File: src/rtl/crc_stream_pkg.sv
`default_nettype none
// crc_stream_pkg -- shared FSM state and mode encodings for the streaming CRC engine (rev 1.0)
package crc_stream_pkg;

  typedef enum logic [1:0] {
    IDLE  = 2'd0,
    ACCUM = 2'd1,
    FLUSH = 2'd2,
    OUT   = 2'd3
  } state_t;

  localparam logic MODE_GEN = 1'b0;
  localparam logic MODE_CHK = 1'b1;

endpackage
`default_nettype wire

File: src/rtl/crc_stream_step.sv
`default_nettype none
// crc_stream_step -- combinational STEP_W-bit MSB-first polynomial division step (rev 1.0)
module crc_stream_step #(
  parameter int                STEP_W = 8,
  parameter int                CRC_BW = 8,
  parameter logic [CRC_BW-1:0] POLY   = 8'h07
) (
  input  logic [CRC_BW-1:0] r_in,
  input  logic [STEP_W-1:0] bits_in,
  output logic [CRC_BW-1:0] r_out
);

  logic [CRC_BW-1:0] acc;

  always_comb begin
    acc = r_in;
    for (int i = STEP_W - 1; i >= 0; i--) begin
      acc = {acc[CRC_BW-2:0], bits_in[i]} ^ (acc[CRC_BW-1] ? POLY : {CRC_BW{1'b0}});
    end
    r_out = acc;
  end

endmodule
`default_nettype wire

File: src/rtl/crc_stream_engine.sv
`default_nettype none
// crc_stream_engine -- streaming CRC generate/check over DATA_W-bit beats (rev 1.0)
// Build option: CRC_STREAM_ABORT_EN adds s_abort to drop the frame in progress.
module crc_stream_engine
  import crc_stream_pkg::*;
#(
  parameter int                DATA_W = 8,
  parameter int                CRC_BW = 8,
  parameter logic [CRC_BW-1:0] POLY   = 8'h07
) (
  input  logic              clk,
  input  logic              rst_n,
  input  logic              s_valid,
  output logic              s_ready,
  input  logic [DATA_W-1:0] s_data,
  input  logic              s_last,
  input  logic              s_mode,
`ifdef CRC_STREAM_ABORT_EN
  input  logic              s_abort,
`endif
  output logic              m_valid,
  input  logic              m_ready,
  output logic [CRC_BW-1:0] m_crc,
  output logic              m_err
);

  state_t            state, state_nxt;
  logic [CRC_BW-1:0] r, r_nxt, r_beat, r_flush;
  logic              mode, mode_nxt;

  crc_stream_step #(
    .STEP_W (DATA_W),
    .CRC_BW (CRC_BW),
    .POLY   (POLY)
  ) u_step_beat (
    .r_in    (r),
    .bits_in (s_data),
    .r_out   (r_beat)
  );

  // Appends the CRC_BW zero bits of generate mode in a single cycle.
  crc_stream_step #(
    .STEP_W (CRC_BW),
    .CRC_BW (CRC_BW),
    .POLY   (POLY)
  ) u_step_flush (
    .r_in    (r),
    .bits_in ({CRC_BW{1'b0}}),
    .r_out   (r_flush)
  );

  always_ff @(posedge clk or negedge rst_n) begin
    if (!rst_n) begin
      state <= IDLE;
      r     <= '0;
      mode  <= MODE_GEN;
    end else begin
      state <= state_nxt;
      r     <= r_nxt;
      mode  <= mode_nxt;
    end
  end

  always_comb begin
    state_nxt = state;
    r_nxt     = r;
    mode_nxt  = mode;
    s_ready   = 1'b0;
    m_valid   = 1'b0;

    case (state)
      IDLE: begin
        s_ready = rst_n;
        if (s_valid) begin
          mode_nxt = s_mode;
          r_nxt    = r_beat;
          if (s_last) state_nxt = (s_mode == MODE_CHK) ? OUT : FLUSH;
          else        state_nxt = ACCUM;
        end
      end
      ACCUM: begin
        s_ready = rst_n;
        if (s_valid) begin
          r_nxt = r_beat;
          if (s_last) state_nxt = (mode == MODE_CHK) ? OUT : FLUSH;
        end
      end
      FLUSH: begin
        r_nxt     = r_flush;
        state_nxt = OUT;
      end
      OUT: begin
        m_valid = 1'b1;
        if (m_ready) begin
          state_nxt = IDLE;
          r_nxt     = '0;
        end
      end
      default: begin
        state_nxt = IDLE;
        r_nxt     = '0;
      end
    endcase

`ifdef CRC_STREAM_ABORT_EN
    // Abort wins over any beat accepted this cycle; a pending result is never dropped.
    if (s_abort && (state != OUT)) begin
      state_nxt = IDLE;
      r_nxt     = '0;
    end
`endif
  end

  assign m_crc = (state == OUT) ? r : '0;
  assign m_err = (state == OUT) && (mode == MODE_CHK) && (|r);

endmodule
`default_nettype wire

File: config.mk
export PLATFORM = sky130hd
export DESIGN_NAME = crc_stream_engine
export DESIGN_NICKNAME = d
export VERILOG_FILES = /design/src/rtl/crc_stream_pkg.sv /design/src/rtl/crc_stream_step.sv /design/src/rtl/crc_stream_engine.sv
export SDC_FILE = /design/constraint.sdc
export NUM_CORES = 1
export LEC_CHECK = 0
export ABC_CLOCK_PERIOD_IN_PS = 3150
export BUFFER_PORTS_ARGS = -buffer_cell sky130_fd_sc_hd__buf_2
export CORE_MARGIN = 3
export CORE_UTILIZATION = 56
export CTS_BUF_LIST = sky130_fd_sc_hd__clkbuf_16
export DETAILED_ROUTE_END_ITERATION = 6
export HOLD_SLACK_MARGIN = 0.12
export PLACE_DENSITY = 0.83
export SYNTH_ARGS = -nofsm -noshare
export SYNTH_HDL_FRONTEND = slang
export SYNTH_SLANG_ARGS = --single-unit
File: constraint.sdc
create_clock -name clk -period 3.15 [get_ports clk]
set_input_delay 0.7875 -clock clk [delete_from_list [all_inputs] [get_ports clk]]
set_output_delay 0.7875 -clock clk [all_outputs]
set_load 0.01 [all_outputs]
==> impl_metrics.csv <==
group,metric,value,unit
setup_path,critical_path_arrival,1.54,ns
global_route,grt_max_degree,20,
setup_path,start_kind,"flip-flop",
synth,synth_top_area_share,26.8,%
synth,synth_edf_count,0,
clocking,cts_setup_buffers,0,
timing,fin_crit,2.33,ns
layout,drive_above_1_share,23.9,%
drt,drc,0,
global_route,grt-ovfl-total,0,
layout,final_nets,165,
timing,finalSetupViolCount,0,
synth,synthFlopType,"dfrtp_1",
die,floorplan.initialDensity,63.7,%
timing,drv_slew,0,
power_and_ir_drop,p_per_area,1340,nW/um2
drt,postRouteAntennaNets,0,
synth,yosysWarnings,0,
drt,avgViaCountPerCell,5.77,
timing,worst_pin_slew,0.649,ns
die,coreArea,1610,um2
synth,postSynthCellCount,121,
clocking,htreeDepth,1,
synth,syn_area,1030,um2
die,die_area,2380,um2
drt,drt_iter0_markers,28,
drt,drtPass1Iterations,4,
synth,async_flop_share,100,%
drt,wl_per_cell,15.3,um
timing,finClkSkew,0.000618,ns
clocking,path_clk_slew,0.04,ns
layout,final_cell_mix,"buf_2 (24), inv_1 (11), nor2_1 (11), dfrtp_1 (11)",
layout,diodes,0,
clocking,root_buffer,"clkbuf_16",
run_status,status,"finished clean",
power_and_ir_drop,max-vdd-ir-drop,846,uV
clocking,hold_buffers,0,
placed_design,hpwlAfterDp,1.79,mm
synth,yosysUniqueCellTypes,39,
global_route,grt_pass1_vias,966,
die,die_w,48.8,um
timing,slew_headroom,56.6,%
layout,n_fill_cell,117,
timing,rsz0062_at_grt,"false",
layout,multi_input_area,679,um2
setup_path,crit_type,"reg2out",
placed_design,io_buffers,24,
clocking,cts_resized,0,
timing,clock.fmax,430,MHz
clocking,cts_tree,"done",
synth,yosys_register_bits,11,
clocking,cts_buffers,3,
layout,final_common_cell,"buf_2",
layout,seqCellArea,275,um2
die,placementRows,14,
clocking,clk_latency,0.24,ns
setup_path,critPathMaxFanout,19,
die,io_pins,25,
synth,synth_top_area_cell,"dfrtp_1",
synth,yosysSeqAreaShare,26.8,%
timing,finalSetupTns,0,ns
timing,period_share,73.9,%
placed_design,gp_congestion,0.816,
clocking,clock_path_buffers,2,
worst_hold_path,min-delay-path-class,"in2async",
job,maxCapViolations,0,
layout,utilization,75.8,%
timing,finalHoldViolCount,0,
layout,syn_to_final_growth,18.9,%
synth,ys_top_cells_by_area,"dfrtp_1 (27%), ha_1 (9.7%), xnor2_1 (6.8%)",
power_and_ir_drop,p_leak,0.000595,uW
global_route,grt_antenna_before_repair,0,
drt,wl,2.53,mm
global_route,grt_pass1_wl,4.53,mm
global_route,grt_use_total,24.3,%
synth,syn_nets,143,
drt,via_count,957,
setup_path,critical_path.endpoint_type,"output pin",
clocking,tritoncts_num_sinks,11,
setup_path,crit_required,2.36,ns
die,dieHeight,48.8,um
synth,syn_avg_cell_area,8.49,um2
metrics by stage:
step	cell area (um2)	hold WS (ns)	power, uW	std cells	worst slack, ns
2_1_floorplan	1030	0.461	1170	121	1.08
3_3_place_gp	1140	0.522	1330	162	1.01
3_5_place_dp	1140	0.522	1380	162	0.938
4_1_cts	1220	0.439	1630	166	0.802
5_1_grt	1220	0.445	1790	166	0.720
6_report	1220	0.428	1640	166	0.823
flip-flops by register name, summed over array words and instances (netlist names):
| register | cells |
|---|---|
| r | 8 |
| mode | 1 |
| state | 2 |
area by class of cell:
| type | count | share of cell area (%) |
|---|---|---|
| Clock buffer | 3 | 6.15 |
| Clock inverter | 1 | 0.307 |
| Inverter | 10 | 3.07 |
| Multi-Input combinational cell | 93 | 55.6 |
| Sequential cell | 11 | 22.5 |
| Tap cell | 24 | 2.46 |
| Timing Repair Buffer | 24 | 9.84 |
cell usage after synthesis, drive strengths merged, types with 3 or more instances:
master,number
a21oi,4
and2,8
clkbuf,5
dfrtp,11
ha,8
inv,10
nand2,6
nand4,3
nor2,11
o21ai,7
xnor2,8
xor2,6
worst paths after layout:
kind / startpoint / end / slack, ns / cells past startpoint
min in group clk: mode / mode / 0.54 / 2
max: state[0] / m_err / 0.82 / 3
min reg2reg: mode / mode / 0.54 / 2
max reg2reg: state[0] / r[2] / 0.95 / 5
max in group asynchronous: rst_n / r[1] / 2.49 / 1
min: rst_n / r[0] / 0.43 / 1
layer usage:
layer  wire length, um  track usage, %  vias to the layer above  part of all wire [%]
li1                  -               -                      466                     -
met2              1250            40.7                       46                    49
met5                 0               0                        -                     0
met1              1050            30.8                      441                    41
met4                40            9.95                        0                   1.6
met3               190            3.98                        4                   7.5
worst max-delay path, stage by stage (launching register included):
cell	delay [ns]
dfrtp_1	0.39
ha_1	0.55
and3_1	0.24
buf_2	0.12
kinds of logic (layout without fill, tap and decap cells):
kind of cell               Yosys count  after routing  share of synthesized area, %
DFF                                 11             11                          26.8
buffers and inverters               17             38                          7.06
xor gates and xnor gates            15             15                          14.4
adders and majority gates            8              8                          9.74
AOI/OAI and AO/OA                   29             29                          19.4
muxes                                2              2                          2.19
and+or+nand+nor                     39             39                          20.5
where the power goes:
| group | switching (uW) | internal, uW | total [uW] |
|---|---|---|---|
| clock network | 66.3 | 167 | 233 |
| registers | 115 | 223 | 338 |
| logic | 567 | 498 | 1060 |
| total | 748 | 889 | 1640 |
Power figures use the tool's default switching activity.
